File: config.mk
export PLATFORM = sky130hd
export DESIGN_NAME = sipo_router_param
export DESIGN_NICKNAME = d
export VERILOG_FILES = /design/src/rtl/pmu_pkg.sv /design/src/rtl/piso_readback.sv /design/src/rtl/sipo_router_param.sv
export SDC_FILE = /design/constraint.sdc
export NUM_CORES = 1
export LEC_CHECK = 0
export BUFFER_PORTS_ARGS = -buffer_cell sky130_fd_sc_hd__buf_2
export CAP_MARGIN = 20
export CORE_MARGIN = 3
export CORE_UTILIZATION = 55
export DETAILED_ROUTE_END_ITERATION = 16
export PLACE_DENSITY_LB_ADDON = 0.12
export SLEW_MARGIN = 20
export SYNTH_ARGS = -nofsm -noshare
export SYNTH_HDL_FRONTEND = slang
export SYNTH_HIERARCHICAL = 1
export SYNTH_SLANG_ARGS = --single-unit
File: constraint.sdc
create_clock -name clk -period 3.1 [get_ports clk]
set_input_delay 0.62 -clock clk [delete_from_list [all_inputs] [get_ports clk]]
set_output_delay 0.62 -clock clk [all_outputs]
set_load 0.05 [all_outputs]
File: src/rtl/pmu_pkg.sv
// pmu_pkg: shared states, error-bit indices and default destination map for the PMU frame router.
package pmu_pkg;
  typedef enum logic {SHIFT, HOLD} state_t;
  localparam int ERR_LEN = 0;
  localparam int ERR_OVR = 1;
  localparam int ERR_DEST = 2;
  localparam int DEST_SCAN = 0;
  localparam int DEST_MEM = 1;
  localparam int DEST_AES = 2;
  localparam int DEST_KEY = 3;
endpackage

File: src/rtl/piso_readback.sv
// piso_readback: parallel-load, LSB-first serial readback of a memory word.
module piso_readback #(
  parameter int MEM_W = 32
) (
  input  logic             clk,
  input  logic             rst,
  input  logic             load,
  input  logic             shift,
  input  logic [MEM_W-1:0] mem_data,
  output logic             sdo
);
  logic [MEM_W-1:0] rb;
  always_ff @(posedge clk or negedge rst)
    if (!rst) rb <= '0;
    else if (load) rb <= mem_data;
    else if (shift) rb <= rb >> 1;
  assign sdo = rb[0];
endmodule

File: src/rtl/sipo_router_param.sv
// sipo_router_param: accumulates an LSB-first bitstream into a frame and hands it to
// one of NUM_DEST destinations over a valid/ready handshake, with sticky error flags.
module sipo_router_param
  import pmu_pkg::*;
#(
  parameter int DATA_W   = 128,
  parameter int MEM_W    = 32,
  parameter int NUM_DEST = 4,
  parameter int MEM_DEST = DEST_MEM,
  parameter int SEL_W    = 2,
  parameter int CNT_W    = $clog2(DATA_W + 1)
) (
  input  logic                clk,
  input  logic                rst,
  input  logic                en,
  input  logic                data_i,
  input  logic                send,
  input  logic [SEL_W-1:0]    instruction,
  output logic [DATA_W-1:0]   data_o,
  output logic [NUM_DEST-1:0] dest_valid_o,
  input  logic [NUM_DEST-1:0] dest_ready_i,
  output logic                busy_o,
  output logic [CNT_W-1:0]    bit_cnt_o,
  output logic [2:0]          err_o,
  input  logic                err_clr_i,
  input  logic                rb_load_i,
  input  logic                rb_shift_i,
  input  logic [MEM_W-1:0]    mem_data_i,
  output logic                sdo_o
);
  state_t state, state_n;
  logic [DATA_W-1:0] shreg, shreg_n, data_n;
  logic [NUM_DEST-1:0] valid_n;
  logic [CNT_W-1:0] cnt_n;
  logic [2:0] err_n, err_set;
  logic is_mem, bad_dest, full;
  logic [CNT_W-1:0] req_len;
  assign is_mem   = int'(instruction) == MEM_DEST;
  assign bad_dest = int'(instruction) >= NUM_DEST;
  assign req_len  = is_mem ? CNT_W'(MEM_W) : CNT_W'(DATA_W);
  assign full     = bit_cnt_o == CNT_W'(DATA_W);
  assign busy_o   = state == HOLD;
  always_comb begin
    state_n = state;
    shreg_n = shreg;
    cnt_n   = bit_cnt_o;
    data_n  = data_o;
    valid_n = dest_valid_o;
    err_set = '0;
    if (state == SHIFT) begin
      if (send) begin
        err_set[ERR_OVR] = en;
        shreg_n = '0;
        cnt_n   = '0;
        if (bad_dest) err_set[ERR_DEST] = 1'b1;
        else if (bit_cnt_o != req_len) err_set[ERR_LEN] = 1'b1;
        else begin
          state_n = HOLD;
          shreg_n = shreg;
          cnt_n   = bit_cnt_o;
          // memory frames were shifted in from the top, so their word sits in the upper bits
          data_n  = is_mem ? DATA_W'(shreg[DATA_W-1 -: MEM_W]) : shreg;
          valid_n = NUM_DEST'(1) << instruction;
        end
      end else if (en) begin
        if (full) err_set[ERR_OVR] = 1'b1;
        else begin
          shreg_n = {data_i, shreg[DATA_W-1:1]};
          cnt_n   = bit_cnt_o + CNT_W'(1);
        end
      end
    end else begin
      err_set[ERR_OVR] = en;
      if (|(dest_valid_o & dest_ready_i)) begin
        state_n = SHIFT;
        valid_n = '0;
        shreg_n = '0;
        cnt_n   = '0;
      end
    end
    err_n = (err_o & {3{~err_clr_i}}) | err_set;
  end
  always_ff @(posedge clk or negedge rst)
    if (!rst) begin
      state        <= SHIFT;
      shreg        <= '0;
      data_o       <= '0;
      dest_valid_o <= '0;
      bit_cnt_o    <= '0;
      err_o        <= '0;
    end else begin
      state        <= state_n;
      shreg        <= shreg_n;
      data_o       <= data_n;
      dest_valid_o <= valid_n;
      bit_cnt_o    <= cnt_n;
      err_o        <= err_n;
    end
  piso_readback #(.MEM_W(MEM_W)) u_rb (
    .clk      (clk),
    .rst      (rst),
    .load     (rb_load_i),
    .shift    (rb_shift_i),
    .mem_data (mem_data_i),
    .sdo      (sdo_o)
  );
endmodule

=== Yosys cells after proc, flatten, opt, wreduce, memory -nomap -nowiden ===
Cells that the tools add are included.

* Bits in registers: 304
* Input port bits: 46
* Output and inout bits: 145
* Logic and storage cells: 60

* Add/subtract/negate cells: 1
* Equality and inequality tests: 7
* Shifts and indexed selects: 1
* Mux-type cells: 31
* Bitwise logic cells: 6
* Reduce and logical (&&, ||, !) cells: 7

{| class="wikitable"
|+ Operators with widths
! cell !! count
|-
| two-way mux 128 bit || 7
|-
| two-way mux 32 bit || 2
|-
| two-way mux 8 bit || 7
|-
| two-way mux 4 bit || 4
|-
| two-way mux 1 bit || 11
|-
| adder 8 x 1 -> 8 bit (second input constant) || 1
|-
| equality test 8 bit (second input constant) || 1
|-
| inequality test 8 bit || 1
|-
| AND reduction 3 bit || 2
|-
| AND 4 bit || 1
|-
| AND reduction 4 bit || 1
|-
| nonzero test 2 bit || 2
|-
| OR reduction 4 bit || 1
|-
| left shift 1 x 2 -> 4 bit (first input constant) || 1
|-
| AND 3 bit || 1
|-
| inequality test 3 x 1 -> 1 bit (second input constant) || 1
|-
| inequality test 3 bit (second input constant) || 1
|-
| NOT 1 bit || 3
|-
| OR 3 x 2 -> 3 bit || 1
|-
| nonzero test 3 bit || 1
|-
| equality test 2 bit (second input constant) || 1
|-
| inequality test 2 x 1 -> 1 bit (second input constant) || 1
|-
| inequality test 2 bit (second input constant) || 1
|}

=== Longest topological paths before layout ===
* Depth in word-level cells: 7
* Depth in mapped cells: 11
* Gate-level depth less buffers: 7

=== Cells and area by module ===
The synthesis kept the hierarchy.

{| class="wikitable"
|+ Modules (own cells, without submodules)
! module !! instances !! cells each !! area an instance (µm²) !! seq. area each (µm²)
|-
| sipo_router_param || 1 || 929 || 10541.4 || 6806.5
|-
| piso_readback || 1 || 139 || 1515.2 || 800.8
|}

=== Worst setup path after synthesis ===
No wires, ideal clock.

* Path type: register to register
* From: register bit_cnt_o[0]
* To: register bit_cnt_o[1]
* Library setup time: 0.067 ns
* Data arrival time: 2.291 ns
* Required time: 3.033 ns
* Path slack: 0.742 ns
* Cell stages (with the launch flop): 10
* Path buffers: 3
* Clock period less this slack: 2.358 ns
* Path through: dfrtp_1 -> inv_1 -> ha_1 -> nor3b_1 -> nand3_1 -> and3_1 -> clkbuf_1 -> clkbuf_1 -> clkbuf_1 -> a22o_1

* Longest elaborated chain between the ends: 5
* Elaborated cells between the ends (all ways): 10
* Those cells by class: add/sub: 1; eq/ne: 4; mux: 4; reduce/logical: 1

{| class="wikitable"
|+ RTL lines
! element !! RTL line !! text
|-
| from (decl) || sipo_router_param.sv:23 || <nowiki>output logic [CNT_W-1:0] bit_cnt_o,</nowiki>
|-
| from (signal assigned) || sipo_router_param.sv:96 || <nowiki>bit_cnt_o <= cnt_n;</nowiki>
|-
| adder 8 x 1 -> 8 bit || sipo_router_param.sv:69 || <nowiki>cnt_n = bit_cnt_o + CNT_W'(1);</nowiki>
|-
| two-way mux 8 bit || sipo_router_param.sv:66 || <nowiki>if (full) err_set[ERR_OVR] = 1'b1;</nowiki>
|-
| two-way mux 8 bit || sipo_router_param.sv:65 || <nowiki>end else if (en) begin</nowiki>
|-
| two-way mux 8 bit || sipo_router_param.sv:51 || <nowiki>if (send) begin</nowiki>
|-
| two-way mux 8 bit || sipo_router_param.sv:50 || <nowiki>if (state == SHIFT) begin</nowiki>
|}

Parallel ways exist; a longest one is shown, timed or not. The select of a mux whose other input is x is not followed.
A chain may end at the register's enable or synchronous reset.

=== Worst setup path in the final report ===
* From: register bit_cnt_o[0]
* To: register shreg[103]

* Longest elaborated chain between the ends: 3
* Elaborated cells between the ends (all ways): 5
* Those cells by class: eq/ne: 4; reduce/logical: 1

{| class="wikitable"
|+ RTL lines
! element !! RTL line !! text
|-
| inequality test 8 bit / equality test 8 bit (equally long branches) || sipo_router_param.sv:56, sipo_router_param.sv:41 ||
|-
| inequality test 3 x 1 -> 1 bit (no source line) / inequality test 3 bit (equally long branches) || - ||
|-
| AND reduction 4 bit (no source line) * || - ||
|-
| to (signal assigned) || sipo_router_param.sv:93 || <nowiki>shreg <= shreg_n;</nowiki>
|-
| to (decl) || sipo_router_param.sv:32 || <nowiki>logic [DATA_W-1:0] shreg, shreg_n, data_n;</nowiki>
|}

Mark *: on every way between the ends. The rest lies on a longest branch, timed or not.

==> impl_metrics.py <==
metrics = {
    "synthesis": {
        "synth_edf_count": 0,
        "synth-async-reset-ratio_pct": 100,
        "ys_types": 41,
        "dominantRegCellSynth": "dfrtp_1",
        "yosys-top-cells-area": "dfrtp_1 63%, a22o_1 9.4%, nand2_1 7.2%",
        "synth_seq_cells": 304,
        "synth-xor-area-share_pct": 0.0726,
        "synth_top_family_by_area": "compound AO/OA/AOI/OAI gates",
        "synth.top_cell.area_share_pct": 63.1,
        "syn_area_per_cell_um2": 11.3,
        "synth-simple-area-share_pct": 9.65,
        "synth_fa_ha_area_share_pct": 0.208,
        "netlist_instances": 1068,
        "synth_area_um2": 12100,
        "synth_compound_area_share_pct": 17.6,
        "synth_nets": 1116,
        "yosysWarnings": 6,
        "synth_mux_area_share_pct": 5.32,
        "post-synth-top-area-cell": "dfrtp_1",
        "yosysSeqAreaShare_pct": 63.1,
    },
    "place": {
        "gp_congestion": 0.816,
        "dp.cells": 1467,
        "portBuffers": 190,
        "hpwlAfterDp_um": 16200,
    },
    "floorplan": {
        "die_width_um": 154,
        "num_rows": 53,
        "initial_core_util_pct": 56.6,
        "ios": 191,
        "die_y_um": 154,
        "core_um2": 21300,
        "die_area_um2": 23700,
    },
    "grt": {
        "antenna_found_initial": 5,
        "grt_max_degree": 130,
        "grt_pass1_vias": 8260,
        "grt_use_total_pct": 21.8,
        "grt_overflow_total": 0,
        "grt_pass1_wl_um": 43400,
    },
    "clocking": {
        "cts_setup_buffers": 0,
        "cts_buffers": 30,
        "cts_tree": "yes",
        "cts-root-buf": "clkbuf_16",
        "ctsHoldBuffers": 0,
        "cts_resized": 0,
        "clock_sinks": 304,
        "cts_max_level": 1,
        "clock_latency_ns": 0.54,
        "path_clk_slew_ns": 0.06,
        "ctsLongestPathBuffers": 3,
    },
    "detailed_routing": {
        "drtAntennaViolNets": 0,
        "routed_wirelength_um": 25900,
        "drtPass1Iterations": 4,
        "wl_per_cell_um": 17.0,
        "drtIter0Drc": 494,
        "drc": 0,
        "vias": 8492,
        "via_per_inst": 5.57,
    },
    "timing": {
        "worst_pin_slew_ns": 0.886,
        "finalHoldViolations": 0,
        "finalSetupViolations": 0,
        "tns_ns": 0,
        "finClkSkew_ns": 0.00659,
        "relSlewSlack_pct": 41.0,
        "period_needed_ns": 2.57,
        "post-route-period-util_pct": 82.8,
        "slew_violations": 0,
        "fmax_ghz": 0.390,
        "rsz0062_at_grt": "no",
    },
    "finish": {
        "drive_above_1_share_pct": 22.1,
        "layout_common_cells": "304 x dfrtp_1, 232 x nand2_1, 189 x buf_2",
        "layout_commonest_cell": "dfrtp_1",
        "ff_latch_area_um2": 7610,
        "multi_input_area_um2": 3990,
        "fillers": 1701,
        "area_delta_synth_final_pct": 18.0,
        "stdcell_count": 1525,
        "fin_nets": 1272,
    },
    "setup_path": {
        "critPathCaptureType": "register",
        "arrival_ns": 3.04,
        "critPathLaunchType": "register",
        "cp_max_fo": 50,
        "critPathKind": "reg2reg",
        "crit_required_ns": 3.57,
    },
    "power_and_ir_drop": {
        "peakVddDrop_v": 0.000415,
        "leakage_nw": 7.25,
        "powerDensity_nw_per_um2": 581,
    },
    "hold_path": {
        "worstHoldPathType": "in2async",
    },
    "outcome": {
        "status": "complete, no violations",
    },
    "flow_run": {
        "cap_viol_max_count": 0,
    },
}
## power by group
| group | total, mW | internal [mW] | switching [mW] |
|---|---|---|---|
| clock | 3.85 | 2.36 | 1.49 |
| combinational | 0.378 | 0.113 | 0.264 |
| sequential | 4.05 | 4.02 | 0.0293 |
## cell type report
cell class / count / share of cell area (%)
Timing Repair Buffer: 210 / 8.42
Tap cell: 275 / 2.42
Clock inverter: 17 / 1.52
Inverter: 4 / 0.106
Antenna cell: 2 / 0.0352
Clock buffer: 39 / 6.01
Sequential cell: 304 / 53.5
Multi-Input combinational cell: 674 / 28.0
## cells by family (layout without fill, tap and decap cells)
logic type                 Yosys count  after routing
muxes                               64             64
and+or+nand+nor                    292            292
buffers and inverters               90            270
adders and majority gates            2              2
other                                0              2
AOI/OAI and AO/OA                  315            315
xor gates and xnor gates             1              1
DFF                                304            304
## routing by layer
| layer | wire [um] | vias up | GRT usage [%] | part of all wire [%] |
|---|---|---|---|---|
| li1 | - | 4051 | - | - |
| met2 | 11800 | 225 | 32.5 | 45 |
| met3 | 1580 | 39 | 3.83 | 6.1 |
| met1 | 12000 | 4173 | 33.8 | 46 |
| met4 | 469 | 4 | 5.21 | 1.8 |
| met5 | 32 | - | 0 | 0.12 |
## flip-flops by register name, summed over array words and instances (netlist names)
name / cells
bit_cnt_o: 8
busy_o: 1
data_o: 128
dest_valid_o: 4
err_o: 3
shreg: 128
u_rb/rb: 32
## worst max-delay path, stage by stage, from the launching register on
cell     delay (ns)
dfrtp_1        0.42
inv_1          0.10
ha_1           0.14
nor3b_1        0.27
nand2_1        0.21
o31ai_4        0.36
a21o_4         0.49
buf_4          0.33
a22o_1         0.18
## Yosys cell counts, types with 4 or more instances
cell	n
dfrtp_1	304
nand2_1	232
a22o_1	129
o21ai_1	70
o21ai_0	66
mux2i_1	63
clkbuf_1	40
nor2_1	36
a21oi_1	34
buf_2	24
buf_4	10
buf_6	5
a21o_1	4
buf_1	4
inv_1	4
nand4_1	4
## final timing paths
check,from,endpoint,slack [ns],cells after the start
setup reg to reg,bit_cnt_o[0]$_DFFE_PN0P_,shreg[103]$_DFFE_PN0P_,0.53,8
hold / removal,rst,u_rb/rb[25]$_DFFE_PN0P_,0.06,1
hold reg to reg,data_o[83]$_DFFE_PN0P_,data_o[83]$_DFFE_PN0P_,0.47,2
max in group asynchronous,rst,u_rb/rb[2]$_DFFE_PN0P_,2.15,2
setup / recovery,bit_cnt_o[0]$_DFFE_PN0P_,shreg[103]$_DFFE_PN0P_,0.53,8
min in group clk,err_clr_i,err_o[2]$_DFF_PN0_,0.30,2
## per-stage QoR
| stage | area (um^2) | hold WS, ns | total power, mW | worst slack (ns) | utilization (%) |
|---|---|---|---|---|---|
| final | 14200 | 0.0574 | 8.27 | 0.533 | 66.8 |
| after floorplan | 12100 | 0.324 | 4.34 | 0.742 | - |
| after global routing | 14200 | 0.0981 | 8.58 | 0.339 | 66.8 |
| after detailed placement | 13200 | 0.465 | 4.51 | 0.533 | 61.8 |
| after global placement | 13200 | 0.458 | 4.49 | 0.594 | 61.8 |
| after CTS | 14200 | 0.0974 | 8.36 | 0.547 | 66.8 |
Power figures use the tool's default switching activity.
